`src/rtl/fdtd_step_sequencer.sv`:
```
// FDTD time-step sequencer: runs Hy -> Ez -> Src engine handshakes for N steps.
// Optional stage watchdog compiled in with `define FDTD_STEP_WDOG_EN.
module fdtd_step_sequencer #(
    parameter int STEP_WIDTH = 16,
    parameter int WDOG_WIDTH = 16,
    parameter logic [WDOG_WIDTH-1:0] WDOG_LIMIT = {WDOG_WIDTH{1'b1}}
) (
    input  logic                  ACLK,
    input  logic                  ARESETn,
    input  logic                  trigger_pulse_i,
    input  logic                  clr_int_pulse_i,
    input  logic                  int_en_i,
    input  logic [STEP_WIDTH-1:0] num_steps_i,
    output logic                  hy_start_o,
    output logic                  ez_start_o,
    output logic                  src_start_o,
    input  logic                  hy_done_i,
    input  logic                  ez_done_i,
    input  logic                  src_done_i,
    output logic                  hy_end_flg_o,
    output logic                  ez_end_flg_o,
    output logic                  src_end_flg_o,
    output logic                  busy_o,
    output logic                  int_pending_o,
    output logic                  irq_o,
    output logic [STEP_WIDTH-1:0] step_cnt_o,
    output logic                  timeout_o
);

    localparam logic [1:0] ST_IDLE = 2'd0;
    localparam logic [1:0] ST_HY   = 2'd1;
    localparam logic [1:0] ST_EZ   = 2'd2;
    localparam logic [1:0] ST_SRC  = 2'd3;

    logic [1:0]            state_r, state_nxt_s;
    logic [STEP_WIDTH-1:0] n_r, n_nxt_s;
    logic [STEP_WIDTH-1:0] step_cnt_r, step_nxt_s, step_inc_s;
    logic                  hy_start_r, ez_start_r, src_start_r;
    logic                  hy_start_nxt_s, ez_start_nxt_s, src_start_nxt_s;
    logic                  hy_end_r, ez_end_r, src_end_r;
    logic                  hy_end_nxt_s, ez_end_nxt_s, src_end_nxt_s;
    logic                  busy_r;
    logic                  int_pending_r, int_nxt_s, set_int_s;
    logic                  done_acc_s;
    logic                  wdog_hit_s;

    assign step_inc_s = step_cnt_r + STEP_WIDTH'(1);

    // A done counts only from the engine owning the current state, after its start cycle.
    always_comb begin
        case (state_r)
            ST_HY:   done_acc_s = hy_done_i  & ~hy_start_r;
            ST_EZ:   done_acc_s = ez_done_i  & ~ez_start_r;
            ST_SRC:  done_acc_s = src_done_i & ~src_start_r;
            default: done_acc_s = 1'b0;
        endcase
    end

`ifdef FDTD_STEP_WDOG_EN
    logic [WDOG_WIDTH-1:0] wdog_r, wdog_nxt_s;
    logic                  timeout_r;

    assign wdog_hit_s = (state_r != ST_IDLE) && (wdog_r == WDOG_LIMIT) && !done_acc_s;

    // Watchdog restarts on every stage entry and counts while a stage runs.
    always_comb begin
        if (hy_start_nxt_s || ez_start_nxt_s || src_start_nxt_s) begin
            wdog_nxt_s = {WDOG_WIDTH{1'b0}};
        end else if (state_r != ST_IDLE) begin
            wdog_nxt_s = wdog_r + WDOG_WIDTH'(1);
        end else begin
            wdog_nxt_s = {WDOG_WIDTH{1'b0}};
        end
    end

    // Watchdog counter and sticky timeout flag; an abort beats a same-cycle clear.
    always_ff @(posedge ACLK or negedge ARESETn) begin
        if (!ARESETn) begin
            wdog_r    <= {WDOG_WIDTH{1'b0}};
            timeout_r <= 1'b0;
        end else begin
            wdog_r <= wdog_nxt_s;
            if (wdog_hit_s) begin
                timeout_r <= 1'b1;
            end else if (clr_int_pulse_i || (state_r == ST_IDLE && trigger_pulse_i)) begin
                timeout_r <= 1'b0;
            end else begin
                timeout_r <= timeout_r;
            end
        end
    end

    assign timeout_o = timeout_r;
`else
    assign wdog_hit_s = 1'b0;
    assign timeout_o  = 1'b0;
`endif

    // Next-state, start-pulse, end-flag and step-count decisions.
    always_comb begin
        state_nxt_s     = state_r;
        n_nxt_s         = n_r;
        step_nxt_s      = step_cnt_r;
        hy_start_nxt_s  = 1'b0;
        ez_start_nxt_s  = 1'b0;
        src_start_nxt_s = 1'b0;
        hy_end_nxt_s    = hy_end_r;
        ez_end_nxt_s    = ez_end_r;
        src_end_nxt_s   = src_end_r;
        set_int_s       = 1'b0;
        case (state_r)
            ST_IDLE: begin
                if (trigger_pulse_i) begin
                    n_nxt_s    = num_steps_i;
                    step_nxt_s = {STEP_WIDTH{1'b0}};
                    if (num_steps_i == {STEP_WIDTH{1'b0}}) begin
                        set_int_s = 1'b1;
                    end else begin
                        state_nxt_s    = ST_HY;
                        hy_start_nxt_s = 1'b1;
                        hy_end_nxt_s   = 1'b0;
                    end
                end else begin
                    state_nxt_s = ST_IDLE;
                end
            end
            ST_HY: begin
                if (done_acc_s) begin
                    hy_end_nxt_s   = 1'b1;
                    state_nxt_s    = ST_EZ;
                    ez_start_nxt_s = 1'b1;
                    ez_end_nxt_s   = 1'b0;
                end else begin
                    state_nxt_s = ST_HY;
                end
            end
            ST_EZ: begin
                if (done_acc_s) begin
                    ez_end_nxt_s    = 1'b1;
                    state_nxt_s     = ST_SRC;
                    src_start_nxt_s = 1'b1;
                    src_end_nxt_s   = 1'b0;
                end else begin
                    state_nxt_s = ST_EZ;
                end
            end
            ST_SRC: begin
                if (done_acc_s) begin
                    src_end_nxt_s = 1'b1;
                    step_nxt_s    = step_inc_s;
                    if (step_inc_s == n_r) begin
                        state_nxt_s = ST_IDLE;
                        set_int_s   = 1'b1;
                    end else begin
                        state_nxt_s    = ST_HY;
                        hy_start_nxt_s = 1'b1;
                        hy_end_nxt_s   = 1'b0;
                    end
                end else begin
                    state_nxt_s = ST_SRC;
                end
            end
            default: begin
                state_nxt_s = ST_IDLE;
            end
        endcase
        if (wdog_hit_s) begin
            state_nxt_s   = ST_IDLE;
            hy_end_nxt_s  = 1'b1;
            ez_end_nxt_s  = 1'b1;
            src_end_nxt_s = 1'b1;
            set_int_s     = 1'b1;
        end else begin
            set_int_s = set_int_s;
        end
    end

    // Completion flag: any set event wins over a same-cycle clear.
    always_comb begin
        if (set_int_s) begin
            int_nxt_s = 1'b1;
        end else if (clr_int_pulse_i) begin
            int_nxt_s = 1'b0;
        end else begin
            int_nxt_s = int_pending_r;
        end
    end

    // Sequencer state and registered outputs.
    always_ff @(posedge ACLK or negedge ARESETn) begin
        if (!ARESETn) begin
            state_r       <= ST_IDLE;
            n_r           <= {STEP_WIDTH{1'b0}};
            step_cnt_r    <= {STEP_WIDTH{1'b0}};
            hy_start_r    <= 1'b0;
            ez_start_r    <= 1'b0;
            src_start_r   <= 1'b0;
            hy_end_r      <= 1'b1;
            ez_end_r      <= 1'b1;
            src_end_r     <= 1'b1;
            busy_r        <= 1'b0;
            int_pending_r <= 1'b0;
        end else begin
            state_r       <= state_nxt_s;
            n_r           <= n_nxt_s;
            step_cnt_r    <= step_nxt_s;
            hy_start_r    <= hy_start_nxt_s;
            ez_start_r    <= ez_start_nxt_s;
            src_start_r   <= src_start_nxt_s;
            hy_end_r      <= hy_end_nxt_s;
            ez_end_r      <= ez_end_nxt_s;
            src_end_r     <= src_end_nxt_s;
            busy_r        <= (state_nxt_s != ST_IDLE);
            int_pending_r <= int_nxt_s;
        end
    end

    assign hy_start_o    = hy_start_r;
    assign ez_start_o    = ez_start_r;
    assign src_start_o   = src_start_r;
    assign hy_end_flg_o  = hy_end_r;
    assign ez_end_flg_o  = ez_end_r;
    assign src_end_flg_o = src_end_r;
    assign busy_o        = busy_r;
    assign int_pending_o = int_pending_r;
    assign irq_o         = int_pending_r & int_en_i;
    assign step_cnt_o    = step_cnt_r;

endmodule

```
`config.mk`:
```
export PLATFORM = sky130hd
export DESIGN_NAME = fdtd_step_sequencer
export DESIGN_NICKNAME = d
export VERILOG_FILES = /design/src/rtl/fdtd_step_sequencer.sv
export SDC_FILE = /design/constraint.sdc
export NUM_CORES = 1
export LEC_CHECK = 0
export BUFFER_PORTS_ARGS = -buffer_cell sky130_fd_sc_hd__buf_2
export CAP_MARGIN = 5
export CORE_AREA = 4 4 75 84
export DETAILED_ROUTE_END_ITERATION = 12
export DIE_AREA = 0 0 79 88
export HOLD_SLACK_MARGIN = 0.06
export PLACE_DENSITY = 0.71
export RECOVER_POWER = 25
export SLEW_MARGIN = 20
export SYNTH_ARGS = -nofsm -noshare
export SYNTH_HDL_FRONTEND = slang
export SYNTH_SLANG_ARGS = --single-unit
```
`constraint.sdc`:
```
create_clock -name ACLK -period 3.95 [get_ports ACLK]
set_input_delay 0.9875 -clock ACLK [delete_from_list [all_inputs] [get_ports ACLK]]
set_output_delay 0.9875 -clock ACLK [all_outputs]
set_load 0.01 [all_outputs]
```
==> metrics.md, run 1 <==
| Metric | Value |
|---|---|
| Run status | complete, no violations |
| Via count | roughly 2200 |
| Pwr/cell area | between 600 and 700 mW/mm^2 |
| Critical Path Sink Type | register |
| Dominant cell by count in the synthesized netlist | dfrtp_1 |
| Final Hold Viols | 0 |
| Worst-margin pin slew | 1.41 ns |
| DP Area | just under 0.003 mm^2 |
| Final setup fails | 0 |
| Flops & latches, synth | between 40 and 50 |
| CTS root buffer | clkbuf_8 |
| Ranking of synthesized cells by area | dfrtp_1, mux2_2, xnor2_1 |
| Syn nets | between 200 and 300 |
| Layout cells sized above 1 | 0.286 |
| Hold buffers post-CTS | 0 |
| Die height | between 80 and 90 um |
| FF+latch area | 0.00105 mm^2 |
| Yosys synthesis warning count | 0 |
| Synthesized area | 0.00264 mm^2 |
| CP Class | register to register |
| Initial antenna violation count | 0 |
| Worst Hold Class | register to register |
| Cell Chain, Critical Path | ha_1 -> nand3_1 -> or4_1 -> xnor2_1 -> nor4b_1 -> nand3b_1 -> o21a_1 -> mux2_4 |
| Cell class contributing the biggest share of worst-path delay | simple AND/OR/NAND/NOR gates |
| I/O Buffers | 48 |
| Final HPWL DP | roughly 4.6 mm |
| Setup TNS | 0 ns |
| Cts repair resizes | 0 |
| CTS max path bufs | 2 |
| Die extent in x | between 70 and 80 um |
| H-tree depth | 2 |
| Register area share after synthesis | 0.400 |
| Count of cell types in the netlist | between 50 and 60 |
| Worst-path clk slew | around 0.08 ns |
| LEAKAGE | about 1.3 nW |
| Tcrit/Tclk final | 0.733 |
| Cell count along the critical path | 8 |
| Fin crit period | around 2.9 ns |
| Placed cell count | roughly 380 |
| Max-Cap Viols | 0 |
| Largest net degree at the start of global routing | 43 |
| Top cells by count, synth | dfrtp_1, nand2_1, o21ai_0, mux2_2, xnor2_1 |
| Starting density of the core | 0.488 |
| Die area | roughly 0.0070 mm^2 |
| Vias per std cell | 5.64 |
| Mapped Cells | between 200 and 300 |
| Slowest stage delay, CP | 0.64 ns |
| Setup Buffers After CTS | 0 |
| FILL cells | approximately 500 |
| Gr usage total | 0.194 |
| Post-synth EDFFs | 0 |
| Yosys top cell by area | dfrtp_1 |
| Final Slew Violations | 0 |
| WHS Path Cells | 2 |
| Layout Nets | between 300 and 400 |
| Site row count | 28 |
| Crit start category | register |
| Worst slew margin | 0.0599 |
| CP bufs+invs | 0 |
| DRC errors left | 0 |
| Fmax | 346 MHz |
| RSZ-0062 raised after global routing | false |
| Vias in the first global route | approximately 2200 |
| Routed WL | 6.16 mm |
| Total grt overflow | 0 |
| Final instance area | roughly 0.0030 mm^2 |
| CP Data Required Time | 4.18 ns |
| IR drop worst, VDD | about 360 uV |
| Inserted Clock Buffers | 5 |
| Worst path arrival time | between 3 and 4 ns |
| 1st-iter DRT viols | 207 |
| Global-route wire length before repair | roughly 11 mm |
| Total clock sinks | 42 |
| Average wire per standard cell | 16.0 um |
| Core footprint | about 0.0054 mm^2 |
| Skew final | roughly 0.0043 ns |
| Remaining antenna violation count | 0 |
| CTS tree | yes |
| Syn_area_per_cell | between 9 and 10 um^2 |
| Final non-filler cell total | slightly below 400 |
| Area occupied by multi-input gates | 0.00144 mm^2 |
| Clk Latency, worst-skew pair | 0.29 ns |
| Post-layout util | 0.555 |
| RD Place Congestion | 0.939 |
| Main synth FF type | dfrtp_1 |
| Share of flip-flops with an asynchronous set or reset | 1.00 |
| Syn-to-layout area delta | 13.6% |
| Worst r2r path cells | 8 |
| Antenna fix cells | 0 |
| IO Pins | 50 |
| Worst-path fanout max | 11 |
| Share of the synthesized area in the top cell type | 0.370 |
| First-pass DRT Iterations | 4 |
| CP max-delay cell | or4_1 |
path summary, 6_finish.rpt:
check	from	endpoint	slack, ns
setup / recovery	step_cnt_o[0]	hy_end_flg_o	1.06
min in group asynchronous	ARESETn	src_start_o	0.78
hold / removal	src_end_flg_o	src_end_flg_o	0.47
max in group asynchronous	ARESETn	state_r[1]	1.39
hold reg to reg	src_end_flg_o	src_end_flg_o	0.47
setup reg to reg	step_cnt_o[0]	hy_end_flg_o	1.06
metrics by stage:
step                setup WS [ns]  hold WS, ns  power, mW
floorplan                    1.53        0.465       1.46
global placement             1.22        0.456       1.68
detailed placement           1.17        0.458       1.71
CTS                          1.12        0.472       2.05
global route                0.855        0.482       2.21
finish                       1.06        0.470       2.05
state kept, by name (all words and copies together) (netlist names):
| signal | cells |
|---|---|
| int_pending_o | 1 |
| busy_o | 1 |
| hy_end_flg_o | 1 |
| n_r | 16 |
| src_start_o | 1 |
| hy_start_o | 1 |
| state_r | 2 |
| step_cnt_o | 16 |
| ez_start_o | 1 |
| src_end_flg_o | 1 |
| ez_end_flg_o | 1 |
cell families after synthesis:
logic type                 synth area share
DFF                                   0.400
and+or+nand+nor                       0.198
xor gates and xnor gates             0.0665
buffers and inverters                0.0546
other                               0.00142
adders and majority gates            0.0285
muxes                                0.0897
AOI/OAI and AO/OA                     0.161
layout by cell type, fill, tap and decap left out, types with 8 or more instances in the layout:
cell type | netlist | routed
dfrtp_1 | 39 | 39
a22o_1 | 9 | 9
nand3_1 | 8 | 8
o21ai_0 | 18 | 18
nor2_1 | 12 | 12
nand2_1 | 23 | 23
nor3_1 | 9 | 9
inv_1 | 13 | 13
xnor2_1 | 15 | 15
mux2_2 | 17 | 17
buf_2 | 4 | 47
report_power, final:
group / switching (mW) / leakage, nW / internal [mW]
registers: 0.159 / 0.532 / 0.591
clock network: 0.152 / 0.0514 / 0.189
logic: 0.519 / 0.756 / 0.439
total: 0.830 / 1.34 / 1.22
metal layers:
layer  part of all wire  GRT usage
met3              0.062     0.0319
met4              0.022     0.0891
met1               0.44      0.261
met2               0.47      0.308
met5                  0          0
final cells by class:
class	count	area share
Clock inverter	2	0.0125
Multi-Input combinational cell	198	0.480
Inverter	13	0.0163
Timing Repair Buffer	50	0.0836
Tap cell	75	0.0313
Clock buffer	6	0.0242
Sequential cell	42	0.352
tightest hold or removal path, delay by kind of cell, from the launching register on:
family / cells / cell delay (ns)
simple gates: 2 / 0.10
flops: 1 / 0.38
(Power assumes the default switching activity.)
==> run 2, diff against run 1 <==
--- a/config.mk
+++ b/config.mk
@@ -11,7 +11,7 @@
 export DETAILED_ROUTE_END_ITERATION = 12
 export DIE_AREA = 0 0 79 88
 export HOLD_SLACK_MARGIN = 0.06
-export PLACE_DENSITY = 0.71
+export PLACE_DENSITY = 0.74
 export RECOVER_POWER = 25
 export SLEW_MARGIN = 20
 export SYNTH_ARGS = -nofsm -noshare
==> constraint.sdc (replaced) <==
create_clock -name ACLK -period 2.5 [get_ports ACLK]
set_input_delay 0.625 -clock ACLK [delete_from_list [all_inputs] [get_ports ACLK]]
set_output_delay 0.625 -clock ACLK [all_outputs]
set_load 0.01 [all_outputs]
==> run 2 against run 1 <==
Routed wire length grew 2.4%. The flow now finishes with violations (max-capacitance violations, max-slew violations). Clock skew shrank 0.0012 ns. Sequential share of layout area is 1.8 points lower. Global-route usage increased by 0.47 points. Combinational power is 82% higher. Worst setup slack got worse by 0.90 ns. Total power grew 66%. Register-to-register slack got worse by 0.90 ns. Clock power rose by 56%. Sequential power up 51%.
==> metrics.md, run 2 (synthesis gave the netlist of run 1 again) <==
| Metric | Value |
|---|---|
| CP Class | register to register |
| Most Crowded Layer GR | met2 |
| Pwr/cell area | between 1000 and 1500 mW/mm^2 |
| Final Hold Viols | 0 |
| Crit path capture | busy_o |
| Average wire per standard cell | between 15 and 20 um |
| Site row count | 28 |
| 1st-iter DRT viols | between 150 and 200 |
| Internal | between 2 and 2.5 mW |
| Switching Power | between 1 and 1.5 mW |
| Worst path arrival time | about 2.5 ns |
| Violated checks | max-capacitance violations, max-slew violations |
| DRC errors left | 0 |
| Commonest non-fill, non-tap cell in the layout | buf_2 |
| IO Pins | 50 |
| Met1 Use GR | 0.254 |
| Final HPWL DP | between 4 and 5 mm |
| GRT met2 Usage | 0.325 |
| RD Place Congestion | 0.940 |
| Die extent in x | 79 um |
| Largest net degree at the start of global routing | 28 |
| Crit start category | register |
| R2r startpoint | step_cnt_o[1] |
| Most frequent cells in the layout | buf_2, dfrtp_1, nand2_1 |
| Layout Nets | ~360 |
| Worst hold margin | around 0.49 ns |
| Worst Hold Class | register to register |
| Tcrit/Tclk final | 0.939 |
| R2r endpoint | busy_o |
| Clock power frac | 0.157 |
| Setup Buffers After CTS | 0 |
| Total grt overflow | 0 |
| I/O Buffers | 48 |
| FILL cells | a little under 500 |
| First-pass DRT Iterations | 4 |
| Worst-path fanout max | 3 |
| Fmax | between 400 and 500 MHz |
| CTS max path bufs | 2 |
| Flop pwr share | 0.333 |
| Layout cells sized above 1 | 0.327 |
| Syn-to-layout area delta | 19.6% |
| Worst-margin pin slew | between 1.5 and 2 ns |
| CTS root buffer | clkbuf_8 |
| Clk Latency, worst-skew pair | ~0.3 ns |
| RSZ-0062 raised after global routing | false |
| Worst r2r path cells | 8 |
| LEAKAGE | 1.44 nW |
| Net Sw Frac | 0.399 |
| CTS tree | yes |
| Die height | between 80 and 90 um |
| CP Data Required Time | between 2 and 3 ns |
| Total clock sinks | 42 |
| Via count | 2240 |
| Skew final | 0.00305 ns |
| Power share of the combinational group | 0.511 |
| Vias in the first global route | between 2000 and 2500 |
| Met3 usage | 0.0442 |
| Run status | complete, but fails checks |
| H-tree depth | 2 |
| Setup TNS | 0 ns |
| IR drop worst, VDD | 487 uV |
| Initial antenna violation count | 0 |
| Critical Path Sink Type | register |
| Hold buffers post-CTS | 0 |
| Worst-path clk slew | approximately 0.08 ns |
| Core footprint | between 0.005 and 0.006 mm^2 |
| Remaining antenna violation count | 0 |
| Global-route wire length before repair | approximately 11 mm |
| Max-Cap Viols | 1 |
| Final Slew Violations | 27 |
| Routed WL | approximately 6.3 mm |
| Worst slew margin | -0.00225 |
| Reg2Reg Setup Slack | between 0.15 and 0.2 ns |
| Starting density of the core | 0.488 |
| Final setup fails | 0 |
| Critical Path Start | step_cnt_o[1] |
| Gr usage total | 0.199 |
| Inserted Clock Buffers | 5 |
| Fin crit period | roughly 2.3 ns |
| Vias per std cell | around 5.5 |
| Antenna fix cells | 0 |
| Die area | 0.00695 mm^2 |
==> run 2: changes by cell type in the layout (fill, tap and decap cells not counted) <==
cell,previous run,this run
buf_4,1,19
buf_12,0,1
clkbuf_1,3,4
clkinvlp_4,1,0
nor4b_1,1,0
nor4b_2,0,1
==> run 2: worst min path at each step <==
stage | start | endpoint | cells after the start
floorplan | ARESETn | busy_o | 0
finish | src_end_flg_o | src_end_flg_o | 2
CTS | ARESETn | step_cnt_o[8] | 1
global route | src_end_flg_o | src_end_flg_o | 2
detailed placement | src_end_flg_o | src_end_flg_o | 2
global placement | src_end_flg_o | src_end_flg_o | 2
==> run 2: timing repair <==
item / 4_1_cts / 5_1_grt
setup endpoints to repair: 0 / 1
hold endpoints to repair: 0 / 0
resized for setup: 0 / 1
==> run 2: power groups by stage <==
stage	sequential, mW	clock [mW]	combinational (mW)
after global placement	1.13	0	1.67
after floorplan	1.14	0	1.18
final	1.13	0.533	1.74
after CTS	1.13	0.540	1.73
after global routing	1.17	0.567	1.93
after detailed placement	1.15	0	1.72
==> run 2: metal layers <==
metal	wire, um	up-vias
li1	-	1087
met1	2860	1084
met2	3010	58
met3	298	11
met4	138	0
met5	0	-
==> run 2: final cells by class <==
class | count | area (um^2) | share of cell area
clock buffers | 7 | 76.3 | 0.0242
inverters | 13 | 48.8 | 0.0155
flip-flops and latches | 42 | 1050 | 0.335
repair buffers | 69 | 405 | 0.129
well taps | 75 | 93.8 | 0.0298
clock inverters | 1 | 30.0 | 0.00953
multi-input cells | 198 | 1440 | 0.458
==> run 2: worst max-delay path: stages (launching register included) <==
cell	delay, ns
dfrtp_1	0.37
ha_1	0.22
nand3_1	0.12
or4_1	0.55
xnor2_1	0.19
nor4_1	0.21
and4_4	0.29
a21oi_2	0.07
or2_1	0.23
==> run 2: metrics by stage <==
stage	cell area (um^2)	power, mW	util	instances	setup slack, ns
floorplan	2640	2.31	-	268	0.178
global route	3150	3.66	0.584	405	0.0217
finish	3150	3.40	0.584	405	0.152
detailed placement	3040	2.87	0.564	397	0.164
global placement	3040	2.80	0.564	397	0.254
CTS	3150	3.40	0.584	405	0.133
==> run 3, diff against run 2 <==
--- a/config.mk
+++ b/config.mk
@@ -11,6 +11,7 @@
 export DETAILED_ROUTE_END_ITERATION = 12
 export DIE_AREA = 0 0 79 88
 export HOLD_SLACK_MARGIN = 0.06
+export MAX_ROUTING_LAYER = met4
 export PLACE_DENSITY = 0.74
 export RECOVER_POWER = 25
 export SLEW_MARGIN = 20
==> run 3 against run 2 <==
The flow now finishes without violations. Clock power barely moved. Sequential power barely moved. Global-route usage rose by 0.83 points. Sequential share of layout area fell by 0.11 points. Count of clock-buffer cells in the layout fell by 1. Worst setup slack got worse by 0.0014 ns. Via count rose by 2.1%. Total power barely moved. Final cell count rose by 0.74%. Critical path type unchanged. Largest cell class unchanged. Highest routed layer unchanged.
==> metrics.md, run 3 (synthesis gave the netlist of run 1 again) <==
| Metric | Value |
|---|---|
| Pwr/cell area | 1080 mW/mm^2 |
| 1st-iter DRT viols | 190 |
| Worst-path fanout max | 3 |
| DRC errors left | 0 |
| Die height | between 80 and 90 um |
| Area occupied by multi-input gates | ~0.0014 mm^2 |
| Via count | 2287 |
| Die area | approximately 0.007 mm^2 |
| Worst slew margin | 0.439 |
| CTS root buffer | clkbuf_8 |
| Initial antenna violation count | 0 |
| Total grt overflow | 0 |
| Final Hold Viols | 0 |
| CP Class | register to register |
| Skew final | ~0.0043 ns |
| Critical Path Sink Type | register |
| Cts repair resizes | 0 |
| FF+latch area | roughly 0.0011 mm^2 |
| Vias in the first global route | ~2200 |
| CTS max path bufs | 2 |
| Tcrit/Tclk final | 0.940 |
| LEAKAGE | approximately 1.4 nW |
| Final instance area | approximately 0.0032 mm^2 |
| Largest net degree at the start of global routing | 19 |
| Total clock sinks | 42 |
| H-tree depth | 2 |
| Worst-margin pin slew | between 0.8 and 0.9 ns |
| RD Place Congestion | 0.929 |
| CP Data Required Time | roughly 2.7 ns |
| Final Slew Violations | 0 |
| Max-Cap Viols | 0 |
| Setup TNS | 0 ns |
| I/O Buffers | 48 |
| CTS tree | yes |
| Layout Nets | approximately 360 |
| Syn-to-layout area delta | 20.0% |
| Run status | complete, no violations |
| Global-route wire length before repair | about 11 mm |
| First-pass DRT Iterations | 4 |
| Routed WL | about 6.5 mm |
| FILL cells | between 500 and 600 |
| Final setup fails | 0 |
| Fin crit period | 2.35 ns |
| Worst path arrival time | approximately 2.5 ns |
| Antenna fix cells | 0 |
| Crit start category | register |
| Setup Buffers After CTS | 0 |
| IO Pins | 50 |
| Gr usage total | 0.207 |
| Die extent in x | 79 um |
| Most frequent cells in the layout | buf_2, dfrtp_1, nand2_1 |
| Worst hold margin | slightly above 0.4 ns |
| Final HPWL DP | between 5 and 6 mm |
| Remaining antenna violation count | 0 |
| IR drop worst, VDD | a little under 600 uV |
| Fmax | roughly 430 MHz |
| DP Area | about 0.003 mm^2 |
| Average wire per standard cell | around 16 um |
| RSZ-0062 raised after global routing | false |
| Core footprint | approximately 0.0054 mm^2 |
| Layout cells sized above 1 | 0.333 |
| Hold buffers post-CTS | 0 |
| Vias per std cell | approximately 5.6 |
| Site row count | 28 |
| Worst-path clk slew | ~0.080 ns |
| Worst Hold Class | input pin to async pin |
| Commonest non-fill, non-tap cell in the layout | buf_2 |
| Starting density of the core | 0.488 |
| Clk Latency, worst-skew pair | between 0.2 and 0.3 ns |
| Inserted Clock Buffers | 5 |
run 3: changes by cell type in the layout (fill, tap and decap cells not counted):
cell	before	now
buf_12	1	0
buf_4	19	22
clkinvlp_4	0	1
run 3: per-layer routing:
metal,wire (um),vias up,GRT usage,part of all wire
met4,114,0,0.0641,0.017
li1,-,1097,-,-
met3,338,8,0.0381,0.052
met2,3240,75,0.334,0.50
met5,0,-,-,0
met1,2830,1107,0.266,0.43
run 3: worst max-delay path, cell delays in order (launching register included):
cell	delay (ns)
dfrtp_1	0.35
ha_1	0.21
nand3_1	0.10
or4_1	0.54
xnor2_1	0.19
nor4_1	0.23
and4_4	0.31
a21oi_2	0.07
or2_1	0.23
run 3: worst paths after layout:
kind / endpoint / slack (ns) / start / cells after the start
worst max-delay path: busy_o / 0.15 / step_cnt_o[0] / 8
worst min-delay path: step_cnt_o[4] / 0.41 / ARESETn / 1
worst max register to register: busy_o / 0.15 / step_cnt_o[0] / 8
worst min register to register: src_end_flg_o / 0.48 / src_end_flg_o / 2
max in group asynchronous: n_r[13] / 0.89 / ARESETn / 2
min in group ACLK: src_end_flg_o / 0.48 / src_end_flg_o / 2
run 3: power by group:
part / internal [mW] / total [mW] / switching (mW)
Sequential: 0.934 / 1.14 / 0.202
Clock: 0.298 / 0.530 / 0.232
Combinational: 0.800 / 1.73 / 0.935
run 3: stage by stage:
step                power, mW  worst slack [ns]  cells   util
finish                   3.40             0.151    408  0.586
detailed placement       2.86             0.185    400  0.566
floorplan                2.31             0.178    268      -
CTS                      3.41             0.159    408  0.587
global placement         2.80             0.244    400  0.566
global route             3.67           0.00527    408  0.586
run 3: cell type report:
| class | instances | area share |
|---|---|---|
| sequential | 42 | 0.334 |
| clock buffer | 6 | 0.0230 |
| timing repair buffer | 72 | 0.130 |
| clock inverter | 2 | 0.0119 |
| inverter | 13 | 0.0154 |
| tap | 75 | 0.0297 |
| multi-input combinational | 198 | 0.456 |
